--- src/rtl/pwm_multi.sv ---
// pwm_multi: multi-channel PWM generator sharing one R-bit period counter.
// Counter advances on `enable` ticks; duty (and mode) are double-buffered and
// reloaded only at period boundaries so outputs never glitch mid-period.
// Optional center-aligned mode is built when PWM_MULTI_CENTER_EN is defined;
// otherwise the block is left-aligned only and no up/down logic exists.
//
// Handshake: there is no valid/ready pair here. `enable` is a plain count
// qualifier sampled every clk, and `period_start` is a one-clk strobe that
// is asserted on the same edge that loads the shadow registers.
module pwm_multi #(
    parameter int R        = 8,
    parameter int CHANNELS = 4
) (
    input  logic                      clk,
    input  logic                      reset,
    input  logic                      enable,
    input  logic [CHANNELS*(R+1)-1:0] duty_cycle,
`ifdef PWM_MULTI_CENTER_EN
    input  logic                      center_mode,
`endif
    output logic [CHANNELS-1:0]       q,
    output logic                      period_start
);

    localparam logic [R-1:0] CNT_MAX   = '1;
    localparam logic [R-1:0] CNT_ZERO  = '0;
    localparam logic [R:0]   DUTY_FULL = {1'b1, {R{1'b0}}};

    // Shared period counter and its next value.
    logic [R-1:0]  cnt;
    logic [R-1:0]  cnt_nxt;
    logic          boundary;

    // Shadow duty registers and the saturated live inputs that feed them.
    logic [R:0]    duty_sh  [CHANNELS];
    logic [R:0]    duty_sat [CHANNELS];
    logic [CHANNELS-1:0] q_nxt;

`ifdef PWM_MULTI_CENTER_EN
    // Count direction is the only state machine in the block.
    typedef enum logic {
        DIR_UP   = 1'b0,
        DIR_DOWN = 1'b1
    } dir_t;

    dir_t dir;
    dir_t dir_nxt;
    logic mode_sh;
`endif

    // Clamp each channel's duty so values above 2^R load as exactly 2^R.
    always_comb begin
        for (int k = 0; k < CHANNELS; k++) begin
            duty_sat[k] = duty_cycle[k*(R+1) +: (R+1)];
            if (duty_cycle[k*(R+1) +: (R+1)] > DUTY_FULL) begin
                duty_sat[k] = DUTY_FULL;
            end
        end
    end

`ifdef PWM_MULTI_CENTER_EN
    // Next counter/direction and boundary detection, using the active mode's rule.
    always_comb begin
        cnt_nxt  = cnt;
        dir_nxt  = dir;
        boundary = 1'b0;
        if (enable) begin
            if (!mode_sh) begin
                dir_nxt = DIR_UP;
                if (cnt == CNT_MAX) begin
                    boundary = 1'b1;
                end else begin
                    cnt_nxt = cnt + 1'b1;
                end
            end else if (dir == DIR_UP) begin
                // The top count is held for one extra tick while turning round.
                if (cnt == CNT_MAX) begin
                    dir_nxt = DIR_DOWN;
                end else begin
                    cnt_nxt = cnt + 1'b1;
                end
            end else begin
                // The second visit to zero is the period boundary.
                if (cnt == CNT_ZERO) begin
                    boundary = 1'b1;
                end else begin
                    cnt_nxt = cnt - 1'b1;
                end
            end
            if (boundary) begin
                cnt_nxt = CNT_ZERO;
                dir_nxt = DIR_UP;
            end
        end
    end
`else
    // Next counter value and boundary detection for the left-aligned-only build.
    always_comb begin
        cnt_nxt  = cnt;
        boundary = 1'b0;
        if (enable) begin
            if (cnt == CNT_MAX) begin
                boundary = 1'b1;
                cnt_nxt  = CNT_ZERO;
            end else begin
                cnt_nxt = cnt + 1'b1;
            end
        end
    end
`endif

    // Per-channel compare of the current count against the shadow duty.
    always_comb begin
        q_nxt = '0;
        for (int k = 0; k < CHANNELS; k++) begin
            q_nxt[k] = ({1'b0, cnt} < duty_sh[k]);
        end
    end

    // Counter, shadow registers, outputs; reset wins over enable.
    always_ff @(posedge clk) begin
        if (reset) begin
            cnt          <= CNT_ZERO;
            q            <= '0;
            period_start <= 1'b0;
            for (int k = 0; k < CHANNELS; k++) begin
                duty_sh[k] <= '0;
            end
`ifdef PWM_MULTI_CENTER_EN
            dir          <= DIR_UP;
            mode_sh      <= 1'b0;
`endif
        end else begin
            cnt          <= cnt_nxt;
            q            <= q_nxt;
            period_start <= boundary;
`ifdef PWM_MULTI_CENTER_EN
            dir          <= dir_nxt;
`endif
            if (boundary) begin
                for (int k = 0; k < CHANNELS; k++) begin
                    duty_sh[k] <= duty_sat[k];
                end
`ifdef PWM_MULTI_CENTER_EN
                mode_sh <= center_mode;
`endif
            end
        end
    end

endmodule

--- config.mk ---
export PLATFORM = sky130hd
export DESIGN_NAME = pwm_multi
export DESIGN_NICKNAME = d
export VERILOG_FILES = /design/src/rtl/pwm_multi.sv
export SDC_FILE = /design/constraint.sdc
export NUM_CORES = 1
export LEC_CHECK = 0
export BUFFER_PORTS_ARGS = -buffer_cell sky130_fd_sc_hd__buf_2
export CAP_MARGIN = 0
export CORE_MARGIN = 5
export CORE_UTILIZATION = 55
export DETAILED_ROUTE_END_ITERATION = 6
export PLACE_DENSITY = 0.77
export SKIP_LAST_GASP = 1
export SLEW_MARGIN = 15
export SYNTH_ARGS = -nofsm -noshare
export SYNTH_HDL_FRONTEND = slang
export SYNTH_SLANG_ARGS = --single-unit
--- constraint.sdc ---
create_clock -name clk -period 5 [get_ports clk]
set_clock_uncertainty 0.15 [all_clocks]
set_input_delay 1.25 -clock clk [delete_from_list [all_inputs] [get_ports clk]]
set_output_delay 1.25 -clock clk [all_outputs]
set_load 0.1 [all_outputs]
Word level (Yosys, flattened, before mapping)
Memories as Yosys holds them, arrays and structs flattened.
Index checks and enable logic that the tools add are counted.
Storage, ports and cells
  flip-flop bits (word level): 13
  bits of input ports: 39
  bits in writable memories: 36
  logic and storage cells: 34
  memories: 1
  output and inout port bits: 5
Memories
  duty_sh: depth 4, width 9, rd ports 4, clocked after memory_dff 0, write ports 4, RTL line 35  | logic [R:0] duty_sh [CHANNELS];
Cells by class
  eq/ne operators: 1
  add/subtract/negate cells: 1
  order comparisons: 8
  multiplexer cells: 16
  bitwise gates (word level): 4
Operator list (count)
  $mux W9: 8
  $gt A9 B9 Y1 const B: 4
  $lt A8 B9 Y1: 4
  $add A8 B1 Y8 const B: 1
  $eq A8 B8 Y1 const B: 1
  $mux W8: 1
  $mux W1: 7
  $or A1 B1 Y1: 4

Logic depth before layout (Yosys ltp)
  depth in word-level cells: 7
  depth in mapped cells: 5

Least setup slack after synthesis
No wires, ideal clock.
  kind: input-to-reg
  from: input enable
  to: memory duty_sh[0][0] (netlist bit) (enable)
  arrival time: 3477 ps
  slack: 933 ps
  cell stages on the path: 3
  required time: 4410 ps
  library setup time: 440 ps
  path through: buf_2 -> nand4_4 -> o21bai_1
RTL lines
  start: declaration: RTL line 16  | input logic enable,
  end: declaration: RTL line 35

==> results.py <==
metrics = {
    "synthesis": {
        "synth_nets": 288,
        "syn_area_um2": 2658,
        "synthArstFlopShare": 0,
        "ys_seq_area_frac": 0.5047,
        "yosysWarnings": 0,
        "synthFlopType": "edfxtp_1",
        "yosysUniqueCellTypes": 32,
        "ys_ff_latch": 49,
        "synth_edf_count": 36,
        "syn_inst": 220,
        "syn_area_per_cell_um2": 12.08,
        "synth_top_area_share": 0.4068,
        "synth_top_area_cell": "edfxtp_1",
        "netlist_top_cells_area": "edfxtp_1 41%, ha_1 14%, dfxtp_1 9.8%",
    },
    "floorplanning": {
        "chipHeight_um": 79.51,
        "start_util": 0.5664,
        "dieArea_um2": 6322,
        "pin_count": 44,
        "core_um2": 4692,
        "num_rows": 25,
        "die_w_um": 79.51,
    },
    "clock_tree": {
        "clock_latency_ps": 300,
        "path_clk_slew_ps": 80,
        "cts_setup_buffers": 0,
        "root_buffer": "clkbuf_8",
        "cts_buffer_depth": 2,
        "cts_buffers": 5,
        "clkSinkCount": 49,
        "cts.repair.resized": 0,
        "htreeDepth": 2,
        "cts_hold_buf": 0,
        "cts_tree": "yes",
    },
    "status": {
        "status": "finished clean",
    },
    "placed_design": {
        "placed_cells_incl_taps": 315,
        "placed_cell_area_um2": 2942,
        "dpl.hpwl_mm": 3.418,
        "port_buffers": 43,
        "routabilityCongestion": 0.7740,
    },
    "worst_setup_path": {
        "critPathSlowestCell": "o21bai_4",
        "cp_cell_sequence": "buf_2, nand4_4, o21bai_4",
        "path_class": "in -> reg",
        "worst-path-buf-inv": 1,
        "critical_path_required_ps": 4770,
        "end_kind": "flip-flop",
        "critPathLaunchType": "primary input",
        "crit_family": "compound AO/OA/AOI/OAI gates",
        "crit_arrival_ps": 2600,
        "slowest_delay_ps": 900,
        "crit_fanout": 38,
    },
    "route": {
        "final_antenna_net_count": 0,
        "routed_wl_mm": 4.691,
        "drc_errors": 0,
        "wl_per_cell_um": 14.52,
        "drt_pass1_iterations": 4,
        "vias": 1783,
        "viasPerCell": 5.520,
        "drt-initial-drc-count": 57,
    },
    "sta": {
        "max_slew_margin": 0.2924,
        "max_freq_mhz": 354.0,
        "finalSetupViolCount": 0,
        "rsz0062_at_grt": "no",
        "final.setup.tns_ps": 0,
        "min_period_ps": 2825,
        "hold_viol": 0,
        "fin_crit_sh": 0.5650,
        "slew_viol_final": 0,
        "worst_pin_slew_ps": 1059,
    },
    "pwr": {
        "vdd_drop_max_v": 0.0001922,
        "clock_power_share": 0.294,
        "swShare": 0.2349,
        "intPower_w": 0.0005801,
        "p_comb_frac": 0.096,
        "p_sw_w": 0.0001781,
        "powerDensity_nw_per_um2": 250.8,
        "p_leak_nw": 1.424,
        "seqPwrFrac": 0.609,
    },
    "finish": {
        "nets": 336,
        "n_antenna_cell": 0,
        "final_cell_area_um2": 3023,
        "layout_commonest_cell": "buf_2",
        "drive_gt1_frac": 0.2119,
        "area_growth_pct": 13.75,
        "layoutNonFillerInstCount": 323,
        "final_cell_mix": "43 x buf_2, 36 x and2_1, 36 x edfxtp_1",
    },
    "global_routing": {
        "antenna_found_initial": 0,
        "grt_pass1_wl_mm": 8.238,
        "groute.layer.met1.usage": 0.2134,
        "met2_usage": 0.2838,
        "grt_pass1_vias": 1814,
        "grt_overflow": 0,
        "grt_usage": 0.1697,
        "top_usage_layer": "met2",
        "grt_use_met3": 0.03950,
        "grt_max_degree": 39,
    },
    "hold_path": {
        "worstHoldPathType": "reg -> reg",
    },
    "job": {
        "maxCapViolations": 0,
    },
}
[cell families after synthesis]
kind of cell / count (synthesis) / synth area share
AND/OR/NAND/NOR: 69 / 0.1954
flip-flops: 49 / 0.5047
buffers and inverters: 36 / 0.05179
AO/OA/AOI/OAI: 32 / 0.09463
adder cells (fa/ha/maj): 29 / 0.1365
XOR/XNOR: 4 / 0.01319
multiplexers: 1 / 0.003767
[worst min-delay path: stages (launching register included)]
cell,delay [ps]
edfxtp_1,340
inv_1,50
nand3_1,70
o211a_1,140
[stage by stage]
stage	total power, W	setup slack [ps]	hold slack (ps)	utilization
3_3_place_gp	0.0005410	1883	447.1	0.6269
5_1_grt	0.0007941	2048	533.1	0.6443
2_1_floorplan	0.0005150	932.9	399.3	-
3_5_place_dp	0.0005447	1838	474.4	0.6269
4_1_cts	0.0007649	2162	494.8	0.6443
6_report	0.0007583	2175	485.7	0.6443
[path summary, 6_finish.rpt]
check                                                   end  slack, ps  cells past startpoint                   startpoint
worst min register to register              q[0]$_SDFF_PP0_        490                      3  duty_sh[0][8]$_SDFFCE_PN0P_
worst max register to register  duty_sh[2][5]$_SDFFCE_PN0P_       2440                      3          cnt[1]$_SDFFE_PP0P_
worst max-delay path            duty_sh[2][5]$_SDFFCE_PN0P_       2170                      3                       enable
worst min-delay path                        q[0]$_SDFF_PP0_        490                      3  duty_sh[0][8]$_SDFFCE_PN0P_
[sequential cells by signal, summed over array words and instances, names as in the netlist]
name,flops
period_start,1
q,4
cnt,8
duty_sh,36
[layer usage]
layer | vias to the layer above | part of all wire
met2 | 40 | 0.50
met1 | 847 | 0.43
met5 | - | 0
li1 | 889 | -
met4 | 0 | 0.016
met3 | 7 | 0.053
[Yosys cell counts (3+ instances only)]
cell type / count
o211ai_1: 4
and2_1: 36
a221oi_1: 4
nor4_4: 4
and4b_1: 4
nor2_1: 5
a2111oi_0: 4
o21a_1: 4
nand2b_1: 4
a211oi_1: 3
inv_1: 34
dfxtp_1: 13
nand3_1: 7
o211a_1: 4
ha_1: 29
edfxtp_1: 36
a21o_1: 4
[power groups by stage]
| stage | registers, W | logic (W) | clock network (W) |
|---|---|---|---|
| floorplan | 0.000482 | 0.0000331 | 0 |
| global placement | 0.000471 | 0.0000699 | 0 |
| detailed placement | 0.000472 | 0.0000729 | 0 |
| CTS | 0.000462 | 0.0000736 | 0.000229 |
| global route | 0.000465 | 0.0000830 | 0.000246 |
| finish | 0.000462 | 0.0000730 | 0.000223 |
[layout make-up]
cell class	count	area [um^2]
Sequential cell	49	1341
Timing Repair Buffer	43	215.2
Inverter	34	127.6
Fill cell	365	1669
Clock buffer	7	76.32
Clock inverter	1	5.005
Tap cell	54	67.56
Multi-Input combinational cell	135	1190
Power figures use the tool's default switching activity.
